<file path="src/rtl/datamem_dump_reader_pkg.sv">
// Shared debug-unit definitions: dump FSM encoding, stream byte order and
// default widths common to the UART TX path and the memory debug port.
package datamem_dump_reader_pkg;

  localparam int NB_REG_DEF      = 32;
  localparam int NB_BYTE_DEF     = 8;
  localparam int NB_DBG_ADDR_DEF = 16;

  // Words leave on the stream most-significant byte first.
  localparam bit BYTE_ORDER_MSB_FIRST = 1'b1;

  typedef enum logic [2:0] {
    ST_IDLE    = 3'd0,
    ST_READ    = 3'd1,
    ST_CAPTURE = 3'd2,
    ST_SEND    = 3'd3,
    ST_DONE    = 3'd4
  } dump_state_e;

  // Bits needed to index 'value' items; never less than one.
  function automatic int clogb2(input int value);
    int w;
    w = 0;
    for (int v = value - 1; v > 0; v = v >> 1) begin
      w = w + 1;
    end
    return (w < 1) ? 1 : w;
  endfunction

endpackage

</file>
<file path="src/rtl/datamem_dump_reader.sv">
// Sweeps data-memory words 0..N_WORDS-1 over the debug read port and
// serializes each word onto a valid/ready byte stream for the debug UART.
//
// state   | meaning
// IDLE    | waiting for i_start, outputs quiet
// READ    | read enable + address of current word to memory
// CAPTURE | read data arrives, loaded into the shift register
// SEND    | bytes offered on the stream until the whole word is accepted
// DONE    | one-cycle completion pulse
module datamem_dump_reader
  import datamem_dump_reader_pkg::*;
#(
  parameter int NB_REG      = NB_REG_DEF,
  parameter int NB_BYTE     = NB_BYTE_DEF,
  parameter int NB_DBG_ADDR = NB_DBG_ADDR_DEF,
  parameter int N_WORDS     = 2048
) (
  input  logic                   i_clock,
  input  logic                   i_reset,
  input  logic                   i_start,
  output logic [NB_DBG_ADDR-1:0] o_debug_datamem_addr,
  output logic                   o_debug_datamem_re,
  input  logic [NB_REG-1:0]      i_debug_datamem_data,
  output logic [NB_BYTE-1:0]     o_tx_data,
  output logic                   o_tx_valid,
  input  logic                   i_tx_ready,
  output logic                   o_busy,
  output logic                   o_done
);

  localparam int N_BYTES = NB_REG / NB_BYTE;
  localparam int NB_IDX  = clogb2(N_BYTES);

  // With N_WORDS == 2**NB_DBG_ADDR this is all-ones, so the sweep ends
  // before the counter could wrap back to zero.
  localparam logic [NB_DBG_ADDR-1:0] LAST_ADDR = NB_DBG_ADDR'(N_WORDS - 1);
  localparam logic [NB_IDX-1:0]      LAST_IDX  = NB_IDX'(N_BYTES - 1);

  dump_state_e state, state_next;

  logic [NB_DBG_ADDR-1:0] word_cnt;
  logic [NB_REG-1:0]      shift_reg;
  logic [NB_REG-1:0]      shift_next;
  logic [NB_BYTE-1:0]     out_byte;
  logic [NB_IDX-1:0]      byte_idx;
  logic                   byte_accept;
  logic                   last_byte;
  logic                   last_word;

  if (BYTE_ORDER_MSB_FIRST) begin : g_msb_first
    assign out_byte   = shift_reg[NB_REG-1 -: NB_BYTE];
    assign shift_next = shift_reg << NB_BYTE;
  end else begin : g_lsb_first
    assign out_byte   = shift_reg[NB_BYTE-1:0];
    assign shift_next = shift_reg >> NB_BYTE;
  end

  assign byte_accept = (state == ST_SEND) && i_tx_ready;
  assign last_byte   = (byte_idx == LAST_IDX);
  assign last_word   = (word_cnt == LAST_ADDR);

  always_ff @(posedge i_clock) begin
    if (i_reset) begin
      state <= ST_IDLE;
    end else begin
      state <= state_next;
    end
  end

  always_comb begin
    state_next           = state;
    o_debug_datamem_re   = 1'b0;
    o_debug_datamem_addr = '0;
    o_tx_valid           = 1'b0;
    o_busy               = 1'b1;
    o_done               = 1'b0;
    case (state)
      ST_IDLE: begin
        o_busy = 1'b0;
        if (i_start) begin
          state_next = ST_READ;
        end
      end
      ST_READ: begin
        o_debug_datamem_re   = 1'b1;
        o_debug_datamem_addr = word_cnt;
        state_next           = ST_CAPTURE;
      end
      ST_CAPTURE: begin
        state_next = ST_SEND;
      end
      ST_SEND: begin
        o_tx_valid = 1'b1;
        if (byte_accept && last_byte) begin
          state_next = last_word ? ST_DONE : ST_READ;
        end
      end
      ST_DONE: begin
        o_done     = 1'b1;
        state_next = ST_IDLE;
      end
      default: begin
        o_busy     = 1'b0;
        state_next = ST_IDLE;
      end
    endcase
  end

  // Data only shows while valid so the stream is quiet outside SEND.
  assign o_tx_data = o_tx_valid ? out_byte : '0;

  always_ff @(posedge i_clock) begin
    if (i_reset) begin
      word_cnt  <= '0;
      shift_reg <= '0;
      byte_idx  <= '0;
    end else begin
      case (state)
        ST_IDLE: begin
          if (i_start) begin
            word_cnt <= '0;
          end
        end
        ST_CAPTURE: begin
          shift_reg <= i_debug_datamem_data;
          byte_idx  <= '0;
        end
        ST_SEND: begin
          if (byte_accept) begin
            shift_reg <= shift_next;
            byte_idx  <= byte_idx + NB_IDX'(1);
            if (last_byte && !last_word) begin
              word_cnt <= word_cnt + NB_DBG_ADDR'(1);
            end
          end
        end
        default: begin
        end
      endcase
    end
  end

endmodule

</file>
<file path="config.mk">
export PLATFORM = sky130hd
export DESIGN_NAME = datamem_dump_reader
export DESIGN_NICKNAME = d
export VERILOG_FILES = /design/src/rtl/datamem_dump_reader_pkg.sv /design/src/rtl/datamem_dump_reader.sv
export SDC_FILE = /design/constraint.sdc
export NUM_CORES = 1
export LEC_CHECK = 0
export ABC_AREA = 1
export BUFFER_PORTS_ARGS = -buffer_cell sky130_fd_sc_hd__buf_2
export CAP_MARGIN = 20
export CELL_PAD_IN_SITES_DETAIL_PLACEMENT = 0
export CELL_PAD_IN_SITES_GLOBAL_PLACEMENT = 1
export CORE_UTILIZATION = 39
export CTS_BUF_LIST = sky130_fd_sc_hd__clkbuf_4
export DETAILED_ROUTE_END_ITERATION = 6
export PLACE_DENSITY_LB_ADDON = 0.1
export SLEW_MARGIN = 40
export SYNTH_ARGS = -nofsm -noshare
export SYNTH_HDL_FRONTEND = slang
export SYNTH_SLANG_ARGS = --single-unit
</file>
<file path="constraint.sdc">
create_clock -name i_clock -period 1.85 [get_ports i_clock]
set_clock_uncertainty 0.05 [all_clocks]
set_input_delay 0.0925 -clock i_clock [delete_from_list [all_inputs] [get_ports i_clock]]
set_output_delay 0.0925 -clock i_clock [all_outputs]
set_load 0.01 [all_outputs]
</file>
==> results.toml <==
[status]
status = "finished clean"

[synth]
avgSynthCellArea_um2 = 6.539
yosys.area.top_type = "dfxtp_1"
netlist_top_cells_area = "dfxtp_1, nand2_1, nor2_1, a31oi_1, nand3_1"
ys_async_sr_fraction_pct = 0
syn_nets = 476
yosysSeqAreaShare_pct = 37.05
ys_ff_latch = 53
synth_area_mm2 = 0.002864
syn_inst = 438
synth_top_area_share_pct = 37.05
synth_edf_count = 0
synth_ff_type = "dfxtp_1"
yosysUniqueCellTypes = 28
ys_warn_count = 0

[global_routing]
grt_pass1_wl_um = 12070
antenna_found_initial = 0
overflow = 0
track_usage_pct = 19.94
grt_pass1_vias = 2528
grt_max_degree = 50

[cts]
cts_sinks = 53
cts_tree = "done"
postCtsSetupRepairBufs = 0
clockBufferDepth = 2
cts_root_buf = "clkbuf_4"
clk_pin_slew_worst_paths_ns = 0.15
clkLatencyLatePin_ns = 0.38
htree_levels = 2
cts_made_buffers = 5

[pwr]
leakage_nw = 1.610
pwr-share-comb_pct = 27.7
power_frac_seq_pct = 51.3
irDropWorstVdd_uv = 386.6
power.share.switching_pct = 34.84
power_frac_clock_pct = 21.0
power_switching_mw = 0.9156
power_density_mw_per_mm2 = 710.8
p_int_mw = 1.712

[critical_path]
rr_endpoint = "word_cnt[5]"
r2r-start = "word_cnt[1]"
path_class = "register to register"
cp-end-kind = "register"
required_ns = 2.09
r2r_cells = 9
startpoint_type = "register"
cp_max_fo = 12
reg2reg_slack_ns = 0.19
critPathArrivalTime_ns = 1.90

[routing]
drc = 0
final_antenna_net_count = 0
first_iter_violations = 122
wire_per_inst_um = 11.79
dr_total_vias = 2956
wl_um = 7402
viasPerCell = 4.707
dr.pass1.iters = 4

[floorplan]
die_h_um = 87.70
die-width_um = 87.70
start_util_pct = 41.24
pin_count = 64
die_area_mm2 = 0.007690
fp-row-count = 30
core_mm2 = 0.006944

[finish]
drive_gt1_share_pct = 20.86
antennaDiodeCount = 0
syn_to_final_growth_pct = 29.10
n_fill_cell = 745
fin_area_mm2 = 0.003697
largest_reg_flops = 32
final_nets = 569
post-route-util_pct = 53.24

[placed_design]
place_hpwl_um = 4902
gp_congestion = 0.8075
dp_slack_ns = 0.1251
placed_area_mm2 = 0.003278
io_buffers = 63

[timing]
finalHoldViolations = 0
fin_hold_ws_ns = 0.04904
fmax_mhz = 603.1
tightestPinTransition_ns = 0.3208
rsz0062_at_grt = "no"
fin_crit_sh_pct = 89.62
drv_slew = 0
period_minus_slack_ns = 1.658
setup_slack_ns = 0.1919
setup_viol = 0
setup_tns_ns = 0
max_slew_margin_pct = 78.58

[flow_run]
cap_violations = 0

[worst_hold_path]
hp-class = "primary input to register"
worstHoldStart = "i_start"
whs_path_depth = 5
holdPathEnd = "state[0]"
[layer usage]
metal	routed length [um]	up-vias	GRT usage (%)
li1	-	1591	-
met1	3909	1301	29.83
met2	3200	57	30.04
met3	226	7	3.110
met4	65	0	4.471
met5	0	-	0
[repair_timing]
| action | 4_1_cts | 5_1_grt |
|---|---|---|
| resized for setup | 1 | 7 |
| hold buffers | 34 | 0 |
| hold endpoints to repair | 34 | 0 |
| endpoints found under the setup margin | 1 | 25 |
| cloned | 0 | 0 |
[cells in the final DEF (no fill, tap or decap)]
cell type      count
a211oi_1           1
a21oi_1           17
a21oi_2            1
a31oi_1           25
and2_1             1
buf_12             2
buf_2             63
buf_4             10
buf_6              1
clkbuf_4           5
clkinv_2           1
clkinvlp_4         1
dfxtp_1           48
dfxtp_2            5
dlygate4sd3_1     34
ha_1               2
inv_1             39
inv_2              5
inv_6              1
nand2_1          120
nand2_2            4
nand2_4            2
nand3_1           30
nand3_2            4
nand3_4            1
nand3b_1           2
nand4_1            2
nor2_1            69
nor2_2             1
nor2_4             1
nor2_8             2
nor3_1             4
nor3_2             1
o21ai_0           19
o21ai_1            8
[synth_stat cells (5+ instances only)]
| library cell | count |
|---|---|
| nand2_1 | 120 |
| nor2_1 | 69 |
| dfxtp_1 | 53 |
| inv_1 | 39 |
| nand3_1 | 30 |
| a31oi_1 | 25 |
| o21ai_0 | 19 |
| a21oi_1 | 17 |
| clkbuf_1 | 13 |
| o21ai_1 | 8 |
| buf_6 | 5 |
| inv_2 | 5 |
| nor3_1 | 5 |
[critical path, cell delays in order (launching register included)]
cell	delay [ns]
dfxtp_2	0.39
ha_1	0.20
nand3_1	0.16
nor2_4	0.19
nand3_4	0.14
buf_4	0.23
nand3_1	0.08
nand2_1	0.05
nand2_1	0.05
nor2_1	0.03
[how the worst max path moves through the flow]
stage / end / depth (start not counted) / slack (ns) / start
6_report: word_cnt[5] / 9 / 0.19 / word_cnt[1]
5_1_grt: o_debug_datamem_addr[6] / 5 / 0.02 / state[0]
4_1_cts: o_debug_datamem_addr[6] / 5 / 0.01 / state[0]
3_5_place_dp: word_cnt[11] / 9 / 0.13 / word_cnt[1]
3_3_place_gp: word_cnt[5] / 9 / 0.18 / word_cnt[0]
2_1_floorplan: word_cnt[10] / 8 / 0.33 / word_cnt[0]
[area by class of cell]
| cell class | count | area, um^2 | share of cell area [%] |
|---|---|---|---|
| clock inverter | 3 | 21.27 | 0.5753 |
| inverter | 44 | 165.2 | 4.467 |
| timing repair buffer | 110 | 782.0 | 21.15 |
| clock buffer | 5 | 37.54 | 1.015 |
| sequential | 53 | 1067 | 28.87 |
| tap | 96 | 120.1 | 3.249 |
| multi-input combinational | 317 | 1504 | 40.68 |
[per-stage QoR]
| step | power [mW] | instances |
|---|---|---|
| floorplan | 1.870 | 438 |
| global placement | 2.032 | 586 |
| detailed placement | 2.041 | 586 |
| CTS | 2.655 | 628 |
| global route | 2.815 | 628 |
| finish | 2.628 | 628 |
[power by group through the flow]
stage	Combinational [mW]	Clock, mW	Sequential [mW]
after global routing	0.827	0.625	1.36
after floorplan	0.530	0	1.34
final	0.727	0.552	1.35
after CTS	0.732	0.580	1.34
after global placement	0.670	0	1.36
after detailed placement	0.674	0	1.37
[cell families (layout without fill, tap and decap cells)]
family          Yosys count  count (layout)  synth area share, %
flops                    53              53                37.05
buf+inv                  68             162                10.79
fa+ha+maj                 2               2               0.8736
simple gates            244             244                37.57
compound gates           71              71                13.72
Note: power is estimated with default switching activity, not from simulation.
